## config.mk

```make
export PLATFORM = sky130hd
export DESIGN_NAME = video_out_pipe
export DESIGN_NICKNAME = d
export VERILOG_FILES = /design/src/rtl/video_out_pipe.sv
export SDC_FILE = /design/constraint.sdc
export NUM_CORES = 1
export LEC_CHECK = 0
export CAP_MARGIN = 20
export CORE_AREA = 2 2 39 41
export DETAILED_ROUTE_END_ITERATION = 10
export DIE_AREA = 0 0 41 43
export PLACE_DENSITY_LB_ADDON = 0.25
export SYNTH_ARGS = -nofsm -noshare
export SYNTH_HDL_FRONTEND = slang
export SYNTH_SLANG_ARGS = --single-unit
```

## constraint.sdc

```tcl
create_clock -name pixel_clock -period 3.2 [get_ports pixel_clock]
set_input_delay 0.64 -clock pixel_clock [delete_from_list [all_inputs] [get_ports pixel_clock]]
set_output_delay 0.64 -clock pixel_clock [all_outputs]
set_load 0.03 [all_outputs]
```

## src/rtl/video_out_pipe.sv

```systemverilog
// video_out_pipe: registered VGA sync/colour output stage with a timing delay line
// and a video enable that only takes effect at frame boundaries.
module video_out_pipe #(
  parameter int COLOR_BITS   = 1,
  parameter int DATA_LATENCY = 0,
  parameter bit HSYNC_POL    = 1'b0,
  parameter bit VSYNC_POL    = 1'b0
) (
  input  logic                  pixel_clock,
  input  logic                  reset,
  input  logic [COLOR_BITS-1:0] vga_red_data,
  input  logic [COLOR_BITS-1:0] vga_green_data,
  input  logic [COLOR_BITS-1:0] vga_blue_data,
  input  logic                  h_synch,
  input  logic                  v_synch,
  input  logic                  blank,
  input  logic                  video_enable,
  output logic                  VGA_HSYNCH,
  output logic                  VGA_VSYNCH,
  output logic [COLOR_BITS-1:0] VGA_OUT_RED,
  output logic [COLOR_BITS-1:0] VGA_OUT_GREEN,
  output logic [COLOR_BITS-1:0] VGA_OUT_BLUE,
  output logic                  video_active,
  output logic [7:0]            frame_count
);
  logic dl_h, dl_v, dl_b;
  if (DATA_LATENCY == 0) begin : g_nodly
    assign {dl_h, dl_v, dl_b} = {h_synch, v_synch, blank};
  end else begin : g_dly
    logic [2:0] sr_q [DATA_LATENCY];
    always_ff @(posedge pixel_clock) begin
      if (reset) begin
        for (int i = 0; i < DATA_LATENCY; i++) sr_q[i] <= 3'b001;
      end else begin
        sr_q[0] <= {h_synch, v_synch, blank};
        for (int i = 1; i < DATA_LATENCY; i++) sr_q[i] <= sr_q[i-1];
      end
    end
    assign {dl_h, dl_v, dl_b} = sr_q[DATA_LATENCY-1];
  end
  logic                  prev_v_q, active_q, active_d, hs_q, vs_q, frame_start, show;
  logic [7:0]            fc_q, fc_d;
  logic [COLOR_BITS-1:0] r_q, g_q, b_q;
  // gating uses the registered enable, so a new value applies one cycle after frame start
  always_comb begin
    frame_start = dl_v & ~prev_v_q;
    show        = ~dl_b & active_q;
    active_d    = frame_start ? video_enable : active_q;
    fc_d        = fc_q + {7'd0, frame_start};
  end
  always_ff @(posedge pixel_clock) begin
    if (reset) begin
      prev_v_q <= 1'b0;
      active_q <= 1'b0;
      fc_q     <= '0;
      hs_q     <= ~HSYNC_POL;
      vs_q     <= ~VSYNC_POL;
      r_q      <= '0;
      g_q      <= '0;
      b_q      <= '0;
    end else begin
      prev_v_q <= dl_v;
      active_q <= active_d;
      fc_q     <= fc_d;
      hs_q     <= dl_h ? HSYNC_POL : ~HSYNC_POL;
      vs_q     <= dl_v ? VSYNC_POL : ~VSYNC_POL;
      r_q      <= show ? vga_red_data : '0;
      g_q      <= show ? vga_green_data : '0;
      b_q      <= show ? vga_blue_data : '0;
    end
  end
  assign VGA_HSYNCH    = hs_q;
  assign VGA_VSYNCH    = vs_q;
  assign VGA_OUT_RED   = r_q;
  assign VGA_OUT_GREEN = g_q;
  assign VGA_OUT_BLUE  = b_q;
  assign video_active  = active_q;
  assign frame_count   = fc_q;
endmodule
```

; ---- Word level (Yosys, flattened, before mapping)
; Index checks and enable logic that the tools add are counted.
; W data, S select, Z words.
[totals]
out_inout_bits = 14
regBits = 15
input_bits = 9
word_cells = 17
[op_classes]
reduce_logical = 1
bitwise_logic = 5
n_addsub = 1
muxes = 2
[op_table]
columns = operator, count
row1 = $add A8 B1 Y8, 1
row2 = $not A1 Y1, 3
row3 = $and A1 B1 Y1, 2
row4 = $mux W1, 2
row5 = $reduce_or A2 Y1, 1

; ---- Logic depth before layout (Yosys ltp)
[logic_depth]
depth_word = 4
depth_mapped = 6
ltp_nobuf = 6

; ---- Least setup slack after synthesis
; No wires, ideal clock.
[synth_timing]
path_type = input-to-reg
from = input v_synch
to = register fc_q[6], in the netlist frame_count[6]
t_arrival_ps = 1749
stages = 6
setup_slack_ps = 1381
t_required_ps = 3130
n_path_buf = 0
setup_time_ps = 70
cell_sequence = nor2b_1 ha_1 ha_1 nand2_1 or3_1 a21oi_1
[synth_via]
elab_chain_len = 2
[synth_rtl]
columns = item, line_no
row1 = from (decl), 15  ; input logic v_synch,
row2 = $and A1 B1 Y1, 46  ; frame_start = dl_v & ~prev_v_q;
row3 = $add A8 B1 Y8, 49  ; fc_d = fc_q + {7'd0, frame_start};
row4 = to (signal assigned), 55  ; fc_q <= '0;
row5 = to (signal assigned), 64  ; fc_q <= fc_d;
row6 = to (decl), 42  ; logic [7:0] fc_q, fc_d;
; No other way between the ends.
; A chain may end at the register's enable or synchronous reset.

; ---- Final worst setup path
[layout_timing]
from = input v_synch
to = register fc_q[6], in the netlist frame_count[6]
[layout_via]
elab_chain_len = 2
[layout_rtl]
columns = item, line_no
row1 = $and A1 B1 Y1, 46
row2 = net frame_start, 41  ; logic prev_v_q, active_q, active_d, hs_q, vs_q, frame_start, show;
row3 = $add A8 B1 Y8, 49
; The timed path passes the listed nets, and every way through them passes these cells.

==> impl_results.md <==
* Xor/xnor cell area share of the yosys netlist at 0.0501
* Placed insts at 88
* Number of global-route vias before repair at 408
* Adder-cell share of the synthesized area at 0.0477
* # nets final at 88
* Final hold viol count at 0
* Critical Path Source Type: primary input
* Port bufs at 22
* Simple-gate share of the synthesized area at 0.239
* First-pass GRT wire length at 1610 µm
* Fillers at 132
* RSZ-0062 raised after global routing: false
* DRT iter0 DRCs at 0
* GRT Util Overall at 0.138
* Main combinational cell family by area after synthesis: simple AND/OR/NAND/NOR gates
* Critical Path AT at 2.28 ns
* Ratio of cells with drive above 1 in the final layout at 0.0526
* Final Wtd Congestion at 0.630
* Max-slew violations at 0
* Mapped Cells at 51
* Die Ht at 43 µm
* Hold_sp: frame_count[7]
* P per Cell Area at 425 nW/µm²
* Non-Filler Instances at 92
* Setup bufs post-CTS at 0
* Drt via density at 4.72
* Multiplexer area fraction after synthesis at 0.0191
* TritonRoute pass-1 iters at 1
* Post-Syn Area per Cell at 10.3 µm²
* Synth area leader: dfxtp_1
* Asr flop ratio synth at 0
* Synth top area share at 0.573
* Sum of negative setup slack at 0 ns
* Total core area at 1380 µm²
* Top-count cell post-synth: dfxtp_1
* Clock-pin slew on the worst setup and hold paths at 0.08 ns
* Largest net degree at the start of global routing at 13
* Final WL at 878 µm
* Drc violations at 0
* Peak Freq at 0.479 GHz
* P_leak at 0.000295 µW
* Die area at 1760 µm²
* Reg2reg path depth at 6
* CP max FO at 3
* WL/cell at 9.54 µm
* Antenna Cells at 0
* Post_cts resized at 0
* HP Class: register to register
* Status: finished clean
* Mapped Nets at 62
* Setup violators final at 0
* Req. time, crit path at 3.40 ns
* Seq/Total Area, Yosys at 0.573
* Minimum clock period at 2.09 ns
* Hold Slack at 0.482 ns
* Num CTS Buffers at 3
* Fin crit share at 0.652
* EDFF count, synth at 0
* Synth area leaders: dfxtp_1 (57%), ha_1 (4.8%), and2_1 (3.6%), nor2b_1 (3.6%), or3_1 (3.6%)
* Clock skew at 0.00176 ns
* Hold bufs inserted after CTS at 0
* Hold Path Sink: frame_count[7]
* Critical Path Sink Type: register
* R2r endpoint: frame_count[6]
* #FFs+latches synth at 15
* Hold Path Depth at 2
* R2r startpoint: prev_v_q
* Slew @ Worst Pin at 0.393 ns
* Worst reg-to-reg setup slack at 1.68 ns
* FP Rows at 14
* TritonCTS clock tree: done
* CTS Sinks at 15
* Pwr Total at 335 µW
* H-tree depth at 1
* Starting Density at 0.379
* Vias at 434
* Clk root buf: clkbuf_4
* P&R area growth vs syn at 50.1%
* Top cells by count, synth: dfxtp_1 (15), nor2_1 (4)
* Skew-Pair Late Insertion Delay at 0.27 ns
* Yosys warnings at 0
* HPWL after DPL at 694 µm
* Die span in x at 41 µm
* Crit Path Class: primary input to register
* Max VDD drop at 0.261 mV
* Max_slew headroom at 0.737
* Main flop type after synthesis: dfxtp_1
* Initial antenna violation count at 0
* Compound-Gate Fraction of Synth Area at 0.0573
* Final core occ at 0.569
* IO Pins at 23
* Synthesized cell area at 524 µm²
* Clock Tree Buf Depth at 2
* Remaining Overflow, GRT at 0
* Yosys cell types at 19
* Post-route ant nets at 0
* Max-cap check violation count at 0
## report_power, final
part | switching (µW) | internal (µW) | total, µW
combinational | 17.9 | 21.3 | 39.2
clock | 52.5 | 48.2 | 101
sequential | 2.77 | 192 | 195
## state kept, by name, summed over array words and instances (netlist names)
| signal | count |
|---|---|
| frame_count | 8 |
| VGA_HSYNCH | 1 |
| VGA_OUT_BLUE | 1 |
| VGA_OUT_GREEN | 1 |
| VGA_OUT_RED | 1 |
| VGA_VSYNCH | 1 |
| prev_v_q | 1 |
| video_active | 1 |
## worst max path at each step
stage	slack, ns	from	cells after the start	endpoint
floorplan	1.38	v_synch	6	frame_count[6]
global placement	0.87	v_synch	7	frame_count[6]
detailed placement	0.83	v_synch	7	frame_count[6]
CTS	1.11	v_synch	7	frame_count[6]
global route	0.98	v_synch	7	frame_count[6]
finish	1.11	v_synch	7	frame_count[6]
## cell usage in the layout, fill, tap and decap left out, types with 3 or more instances in the layout
master and n:
a21oi_1 3, and2_1 3, clkbuf_4 3, clkdlybuf4s50_1 22, dfxtp_1 15, nor2_1 4
nor2b_1 3, o21ai_0 3, or3_1 3
## logic make-up (layout without fill, tap and decap cells)
family                   count (synthesis)  after routing
buffers and inverters                    2             27
multiplexers                             1              1
XOR/XNOR                                 3              3
AND/OR/NAND/NOR                         22             22
AO/OA/AOI/OAI                            6              6
adder cells (fa/ha/maj)                  2              2
flip-flops                              15             15
## area by class of cell
type	count	area [µm²]	area share
Tap cell	16	20.0	0.0254
Timing Repair Buffer	22	220	0.280
Multi-Input combinational cell	34	216	0.275
Sequential cell	15	300	0.382
Clock buffer	4	26.3	0.0334
Inverter	1	3.75	0.00477
## layer usage
| layer | GRT usage | vias to the layer above | part of all wire |
|---|---|---|---|
| met1 | 0.179 | 198 | 0.44 |
| met5 | 0 | - | 0 |
| met4 | 0.100 | 0 | 0.021 |
| met2 | 0.191 | 12 | 0.49 |
| met3 | 0.0314 | 2 | 0.051 |
| li1 | - | 222 | - |
## worst max-delay path, cell delays in order
cell,delay (ns)
clkdlybuf4s50_1,0.47
nor2b_1,0.20
ha_1,0.22
ha_1,0.21
nand2_1,0.07
or3_1,0.34
a21oi_1,0.14
## per-stage QoR
step | setup WS, ns | area (µm²)
after floorplan | 1.38 | 524
final | 1.11 | 787
after detailed placement | 0.829 | 761
after CTS | 1.11 | 787
after global routing | 0.975 | 787
after global placement | 0.871 | 761
Power figures use the tool's default switching activity.
